[config.mk]
export PLATFORM = sky130hd
export DESIGN_NAME = fp_normalize_round
export DESIGN_NICKNAME = d
export VERILOG_FILES = /design/src/rtl/fp_normalize_round.sv
export SDC_FILE = /design/constraint.sdc
export NUM_CORES = 1
export LEC_CHECK = 0
export ABC_CLOCK_PERIOD_IN_PS = 3400
export BUFFER_PORTS_ARGS = -buffer_cell sky130_fd_sc_hd__buf_4
export CAP_MARGIN = 20
export CORE_MARGIN = 2
export CORE_UTILIZATION = 52
export DETAILED_ROUTE_END_ITERATION = 7
export GPL_ROUTABILITY_DRIVEN = 0
export PLACE_DENSITY = 0.77
export SLEW_MARGIN = 10
export SYNTH_ARGS = -nofsm -noshare
export SYNTH_HDL_FRONTEND = slang
export SYNTH_SLANG_ARGS = --single-unit
[constraint.sdc]
create_clock -name clk -period 3.4 [get_ports clk]
set_input_delay 0.17 -clock clk [delete_from_list [all_inputs] [get_ports clk]]
set_output_delay 0.17 -clock clk [all_outputs]
set_load 0.01 [all_outputs]
[src/rtl/fp_normalize_round.sv]
// Normalise / round / pack back end of the binary32 adder.
// Normalisation walks one bit per cycle; rounding is nearest-even.
module fp_normalize_round #(
    parameter int EXP_W  = 8,
    parameter int FRAC_W = 23
) (
    input  logic                    clk,
    input  logic                    rst_n,
    input  logic                    in_valid,
    output logic                    in_ready,
    input  logic                    sign_in,
    input  logic [EXP_W-1:0]        exp_in,
    input  logic [FRAC_W+3:0]       mant_in,
    output logic                    out_valid,
    input  logic                    out_ready,
    output logic [EXP_W+FRAC_W:0]   result,
    output logic                    overflow
);

    localparam int MW = FRAC_W + 4;
    localparam int IW = EXP_W + 2;
    localparam logic [IW-1:0] EXP_ONE = IW'(1);
    localparam logic [IW-1:0] EXP_MAX = IW'((1 << EXP_W) - 1);

    typedef enum logic [1:0] {IDLE, SHIFT, ROUND, DONE} state_t;

    state_t                 r_state;
    state_t                 w_nextState;
    logic                   r_sign;
    logic                   r_zero;
    logic [IW-1:0]          r_exp;
    logic [MW-1:0]          r_mant;
    logic [EXP_W+FRAC_W:0]  r_result;
    logic                   r_overflow;

    logic                   w_shiftDone;
    logic                   w_inc;
    logic [FRAC_W+1:0]      w_sum;
    logic                   w_carry;
    logic                   w_hidden;
    logic [FRAC_W-1:0]      w_frac;
    logic [IW-1:0]          w_expRnd;
    logic                   w_ovf;
    logic [EXP_W-1:0]       w_expField;
    logic [EXP_W+FRAC_W:0]  w_roundResult;

    // Normalisation stops on zero, a carry, a set hidden bit, or the subnormal floor.
    assign w_shiftDone = (r_mant == '0) || r_mant[MW-1] || r_mant[MW-2] || (r_exp == EXP_ONE);

    always_ff @(posedge clk or negedge rst_n) begin
        if (!rst_n) begin
            r_state <= IDLE;
        end else begin
            r_state <= w_nextState;
        end
    end

    always_comb begin
        w_nextState = r_state;
        case (r_state)
            IDLE:    if (in_valid)    w_nextState = SHIFT;
            SHIFT:   if (w_shiftDone) w_nextState = ROUND;
            ROUND:                    w_nextState = DONE;
            DONE:    if (out_ready)   w_nextState = IDLE;
            default:                  w_nextState = IDLE;
        endcase
    end

    always_comb begin
        in_ready  = (r_state == IDLE);
        out_valid = (r_state == DONE);
    end

    // Round at bit 2 using guard (bit 1) and sticky (bit 0); a carry out renormalises.
    always_comb begin
        w_inc      = r_mant[1] & (r_mant[0] | r_mant[2]);
        w_sum      = {1'b0, r_mant[MW-2:2]} + {{(FRAC_W+1){1'b0}}, w_inc};
        w_carry    = w_sum[FRAC_W+1];
        w_hidden   = w_carry | w_sum[FRAC_W];
        w_frac     = w_carry ? w_sum[FRAC_W:1] : w_sum[FRAC_W-1:0];
        w_expRnd   = r_exp + {{(IW-1){1'b0}}, w_carry};
        w_ovf      = !r_zero && (w_expRnd >= EXP_MAX);
        w_expField = w_hidden ? w_expRnd[EXP_W-1:0] : '0;
        if (r_zero) begin
            w_roundResult = '0;
        end else if (w_ovf) begin
            w_roundResult = {r_sign, {EXP_W{1'b1}}, {FRAC_W{1'b0}}};
        end else begin
            w_roundResult = {r_sign, w_expField, w_frac};
        end
    end

    always_ff @(posedge clk or negedge rst_n) begin
        if (!rst_n) begin
            r_sign     <= 1'b0;
            r_zero     <= 1'b0;
            r_exp      <= '0;
            r_mant     <= '0;
            r_result   <= '0;
            r_overflow <= 1'b0;
        end else begin
            case (r_state)
                IDLE: begin
                    if (in_valid) begin
                        r_sign <= sign_in;
                        r_zero <= 1'b0;
                        r_exp  <= (exp_in == '0) ? EXP_ONE : IW'(exp_in);
                        r_mant <= mant_in;
                    end
                end
                SHIFT: begin
                    if (r_mant == '0) begin
                        r_zero <= 1'b1;
                    end else if (r_mant[MW-1]) begin
                        r_mant <= {1'b0, r_mant[MW-1:2], r_mant[1] | r_mant[0]};
                        r_exp  <= r_exp + EXP_ONE;
                    end else if (!(r_mant[MW-2] || (r_exp == EXP_ONE))) begin
                        r_mant <= {r_mant[MW-2:0], 1'b0};
                        r_exp  <= r_exp - EXP_ONE;
                    end
                end
                ROUND: begin
                    r_result   <= w_roundResult;
                    r_overflow <= w_ovf;
                end
                default: begin
                end
            endcase
        end
    end

    assign result   = r_result;
    assign overflow = r_overflow;

endmodule
After elaboration in Yosys (flattened, before gate mapping). Cells that the tools add are included. W data, S select, Z words.

Bitwise logic cells: 4. Reductions and logical operators: 15. Add/sub/neg operators: 4. Equality and inequality tests: 10. Magnitude comparators: 1. Muxes and demuxes: 22.

Operators by type and width (number): $mux W27 (4); $pmux W27 S2 (1); $mux W10 (4); $mux W32 (1); $mux W31 (1); $logic_not A27 Y1 (1); $add A24 B1 Y25 (1); $mux W23 (1); $pmux W10 S2 (1); $mux W8 (2); $add A10 B1 Y10 (1); $add A10 B1 Y10 const B (1); $eq A10 B1 Y1 const B (1); $ge A10 B8 Y1 const B (1); $sub A10 B1 Y10 const B (1); $reduce_and A3 Y1 (3); $logic_not A8 Y1 (1); $ne A2 B2 Y1 const B (4); $pmux W2 S4 (1); $mux W2 (3); $eq A2 B2 Y1 const B (2); $logic_or A1 B1 Y1 (4); $reduce_and A4 Y1 (1); $ne A3 B3 Y1 const B (1); 11 further kinds (14).

Output and inout bits: 35. Bits in registers: 74. Bits of input ports: 40. Logic and storage cells: 64.

Longest topological paths before layout.
Word-level depth: 8. Mapped depth: 15. Mapped depth without buffers: 13.

Least setup slack after synthesis. OpenSTA, ideal clock, no wires.

Path type: reg2reg. Start: reg r_mant[2]. End: reg r_result[11], in the netlist result[11]. Data arrival time: 3.467 ns. Cell stages (with the launch flop): 16. Setup slack: -0.207 ns. Data required time: 3.260 ns. Clock period less this slack: 3.607 ns. Path buffers: 2. Setup time: 0.140 ns. Cells stage by stage: dfrtp_1 > inv_1 > nor2_1 > ha_1 > nand2_1 > or4_1 > nor4_2 > clkbuf_1 > ha_1 > ha_1 > xnor2_1 > nor2_1 > nand4_1 > o311ai_1 > buf_2 > o32ai_1.

Word-level cells in the longest chain between the ends: 8. Elaborated cells on any way between the ends: 9. Classes of those cells: add/sub: 2; order compare: 1; mux: 3; bitwise: 2; reduce/logical: 1.

RTL lines: from (decl) (line 32) `logic [MW-1:0] r_mant;`; from (signal assigned) (line 108) `r_mant <= mant_in;`; from (signal assigned) (line 115) `r_mant <= {1'b0, r_mant[MW-1:2], r_mant[1] | r_mant[0]};`; from (signal assigned) (line 118) `r_mant <= {r_mant[MW-2:0], 1'b0};`; $or A1 B1 Y1 (line 76) `w_inc = r_mant[1] & (r_mant[0] | r_mant[2]);`; $and A1 B1 Y1 (line 76); $add A24 B1 Y25 * (line 77) `w_sum = {1'b0, r_mant[MW-2:2]} + {{(FRAC_W+1){1'b0}}, w_inc};`; $add A10 B1 Y10 (line 81) `w_expRnd = r_exp + {{(IW-1){1'b0}}, w_carry};`; $ge A10 B8 Y1 (line 82) `w_ovf = !r_zero && (w_expRnd >= EXP_MAX);`; $logic_and A1 B1 Y1 (line 82); $mux W31 * (line 86) `end else if (w_ovf) begin`; $mux W32 * (line 84) `if (r_zero) begin`; to (signal assigned) (line 123) `r_result <= w_roundResult;`; to (decl) (line 33) `logic [EXP_W+FRAC_W:0] r_result;`.

Mark *: on every way between the ends. The rest lies on a longest branch, timed or not. A chain may end at the register's enable or synchronous reset.

Final worst setup path.
Start: reg r_mant[2]. End: reg r_result[9], in the netlist result[9].

Same word-level chain as after synthesis.

==> results.cfg <==
[outcome]
result_of_the_run = completed

[global_routing]
antenna_found_initial = 0
number_of_global_route_vias_before_repair = 4304
grt-ovfl-total = 0
grt_first_pass_wirelength_mm = 22.0
grtUsageTotal_pct = 28.1
grt_start_max_net_pins = 75

[timing]
fmax_mhz = 306
relSlewSlack_pct = 35.9
layout_min_cycle_time_ns = 3.27
period_share_pct = 96.3
drv_slew = 0
worst_slew_pin_slew_ns = 0.962
timing.final.setup_violations = 0
finalHoldViolCount = 0
clock-skew-final_ns = 0.0118
fin_hold_ws_ns = 0.0540

[setup_path]
worstReg2RegStart = r_mant[2]
crit_slowest_cell = sky130_fd_sc_hd__or4_4
critPathArrivalTime_ns = 3.51
criticalPathCategory = flip-flop to flip-flop
cpPeakStageDelay_ns = 0.53
cp_cell_sequence = inv_1 -> nor2_2 -> ha_2 -> nand2_2 -> or4_4 -> nor4_4 -> ha_2 -> nand2_1 -> or3_1 -> a41o_1 -> o311ai_4 -> buf_4 -> buf_6 -> o32ai_1
worst_r2r_endpoint = result[9]
worst_setup_path_start_kind = flip-flop
crit_start = r_mant[2]
path_common_cell = sky130_fd_sc_hd__ha_2
worstSetupEndpoint = result[9]
regToRegSetupSlack_ns = 0.13
cp.required_ns = 3.64
worstSetupEndpointType = flip-flop
r2r.worst_path.cells = 14
cp_max_fo = 6

[floorplan]
rows = 34
core_region_area_sq_um = 8720
total_die_area_sq_um = 9730
die_height_um = 98.6
boundaryPins = 75
dieWidth_um = 98.6
initial_core_util_pct = 53.4

[worst_hold_path]
type_of_the_tightest_min_delay_check = primary input to flip-flop

[logic_synthesis]
post-synth-top-area-cell = sky130_fd_sc_hd__dfrtp_1
synthesis.yosys.warnings = 0
synth.mux.area_fraction_pct = 8.04
ys_dominant_reg_cell = sky130_fd_sc_hd__dfrtp_1
synth-adder-area-share_pct = 2.69
synth.ff_latch_count = 74
synth-compound-area-share_pct = 19.8
synthesis.nets = 547
synth_edf_count = 0
avg_inst_size_synth_sq_um = 9.37
ys_top_cells_by_area = sky130_fd_sc_hd__dfrtp_1 (40%), sky130_fd_sc_hd__mux2i_1 (7.3%), sky130_fd_sc_hd__a222oi_1 (5.2%)
yosys.area_share.xor_xnor_pct = 4.14
async_flop_share_pct = 100
synth_area_sq_um = 4660
synth_cells = 497
synth_largest_type_area_fraction_pct = 39.8
synth-simple-area-share_pct = 17.7
ys_seq_area_share_pct = 39.8
synth_top_family_by_area = compound AO/OA/AOI/OAI gates
ys_types = 57

[finish]
number_of_standard_cells_in_the_layout_taps_in_and_fillers_out = 687
final_cell_mix = sky130_fd_sc_hd__buf_4 (103), sky130_fd_sc_hd__dfrtp_1 (74), sky130_fd_sc_hd__inv_1 (50)
final_layout_size_suffix_gt1_share_pct = 25.9
mostFrequentLayoutCell = sky130_fd_sc_hd__buf_4
flow.area_growth_from_synthesis_pct = 25.0
num_antenna_cells = 0
num-nets-final = 624

[power]
cell_internal_pwr_uw = 3260
pwr-share-comb_pct = 53.9
power.share.clock_pct = 16.2
seq_power_share_pct = 30.0
p_per_cell_area_nw_per_um2 = 1010
power_switching_share_pct = 44.7
switchingPower_uw = 2630
leakagePower_uw = 0.00249
ir_worst_vdd_uv = 647

[clocking]
htreeDepth = 3
cts_root_buffer = sky130_fd_sc_hd__clkbuf_8
clk_pin_slew_ns = 0.09
cts-buffers-inserted = 9
ctsLongestPathBuffers = 2
cts_tree = yes
clock_sink_count = 74
clkLatencyLatePin_ns = 0.36

[detailed_routing]
dr_total_vias = 4550
drt_first_iter_violations = 483
detailroute.wirelength.met2_mm = 6.55
uppermost_metal_layer_occupied_by_signal_nets = met4
drt-vias-per-instance = 6.62
remaining_drc_errors = 0
drtAntennaViolNets = 0
routed-wl-met3_mm = 1.07
wl_per_cell_um = 20.0
route.layer.met1.wl_mm = 5.94
total_length_of_routed_wires_mm = 13.8
drt_first_pass_iters = 8

[place]
dp.final_hpwl_mm = 9.25
numPlacedInstances = 664
port_buffers = 74

[job]
max_cap_viol_count = 0
[stage by stage]
step	worst slack, ns	utilization [%]	TNS (ns)	total power, uW	cell area, sq um
floorplan	0.0102	-	0	3640	4670
global placement	0.176	62.0	0	4580	5410
detailed placement	-0.0433	62.0	-0.261	4690	5410
CTS	0.0358	65.3	0	5660	5700
global route	-0.0421	66.7	-0.0421	6250	5820
finish	0.127	66.7	0	5880	5820
[how the worst min path moves through the flow]
| stage | cells past startpoint | end | slack (ns) | startpoint |
|---|---|---|---|---|
| final | 2 | r_sign | 0.05 | sign_in |
| after global routing | 2 | r_sign | 0.05 | sign_in |
| after CTS | 2 | r_sign | 0.05 | sign_in |
| after detailed placement | 1 | r_mant[21] | 0.38 | rst_n |
| after global placement | 1 | overflow | 0.38 | rst_n |
| after floorplan | 0 | overflow | -0.13 | rst_n |
[flip-flops by register name, indices dropped and copies added (netlist names)]
signal,flops
result,32
r_mant,27
r_exp,10
r_state,2
overflow,1
r_sign,1
r_zero,1
[repair_timing]
| item | 4_1_cts | 5_1_grt |
|---|---|---|
| setup endpoints to repair | 12 | 32 |
| pin swaps | 0 | 5 |
| gates cloned | 0 | 3 |
| resized for setup | 2 | 21 |
| endpoints found under the hold margin | 10 | 0 |
| hold buffers | 1 | 0 |
| setup buffers | 0 | 3 |
[kinds of logic (layout without fill, tap and decap cells)]
kind of cell	after synthesis	count (layout)
xor+xnor	22	22
fa+ha+maj	10	10
buf+inv	93	175
compound gates	113	113
simple gates	148	148
flops	74	74
mux	37	37
[Yosys cell counts, drive strengths merged, types with 4 or more instances]
cell type,n
o21ai,12
inv,50
nor2,26
o221ai,6
dfrtp,74
clkbuf,27
and3,9
buf,16
a21oi,17
nor4,15
a222oi,24
nor3b,4
ha,10
and4,4
o2bb2ai,12
nand4,12
mux2i,34
nor3,15
nand2,21
or4,7
a41oi,4
xnor2,20
o311ai,7
o32ai,13
nand3,20
[routing by layer]
metal | vias to the layer above | GRT usage (%)
met4 | 0 | 9.38
met3 | 20 | 3.33
met5 | - | 0
met1 | 2223 | 42.1
met2 | 275 | 42.4
li1 | 2032 | -
[critical path, delay by kind of cell (launching register included)]
family	cells	cell delay, ns
compound gates	3	0.48
fa+ha+maj	2	0.49
buf+inv	3	0.36
flops	1	0.35
simple gates	6	1.46
[area by class of cell]
class,count,area (sq um)
inverter,50,188
clock buffer,9,124
multi-input combinational,330,2520
tap,108,135
clock inverter,7,149
sequential,74,1850
fill,704,2900
timing repair buffer,109,848
[power by group through the flow]
| stage | Sequential, uW | Combinational (uW) | Clock, uW |
|---|---|---|---|
| detailed placement | 1750 | 2940 | 0 |
| finish | 1760 | 3170 | 951 |
| CTS | 1740 | 2970 | 953 |
| floorplan | 1620 | 2030 | 0 |
| global route | 1820 | 3440 | 988 |
| global placement | 1730 | 2850 | 0 |
No activity file was read; power rests on OpenSTA's default activity.
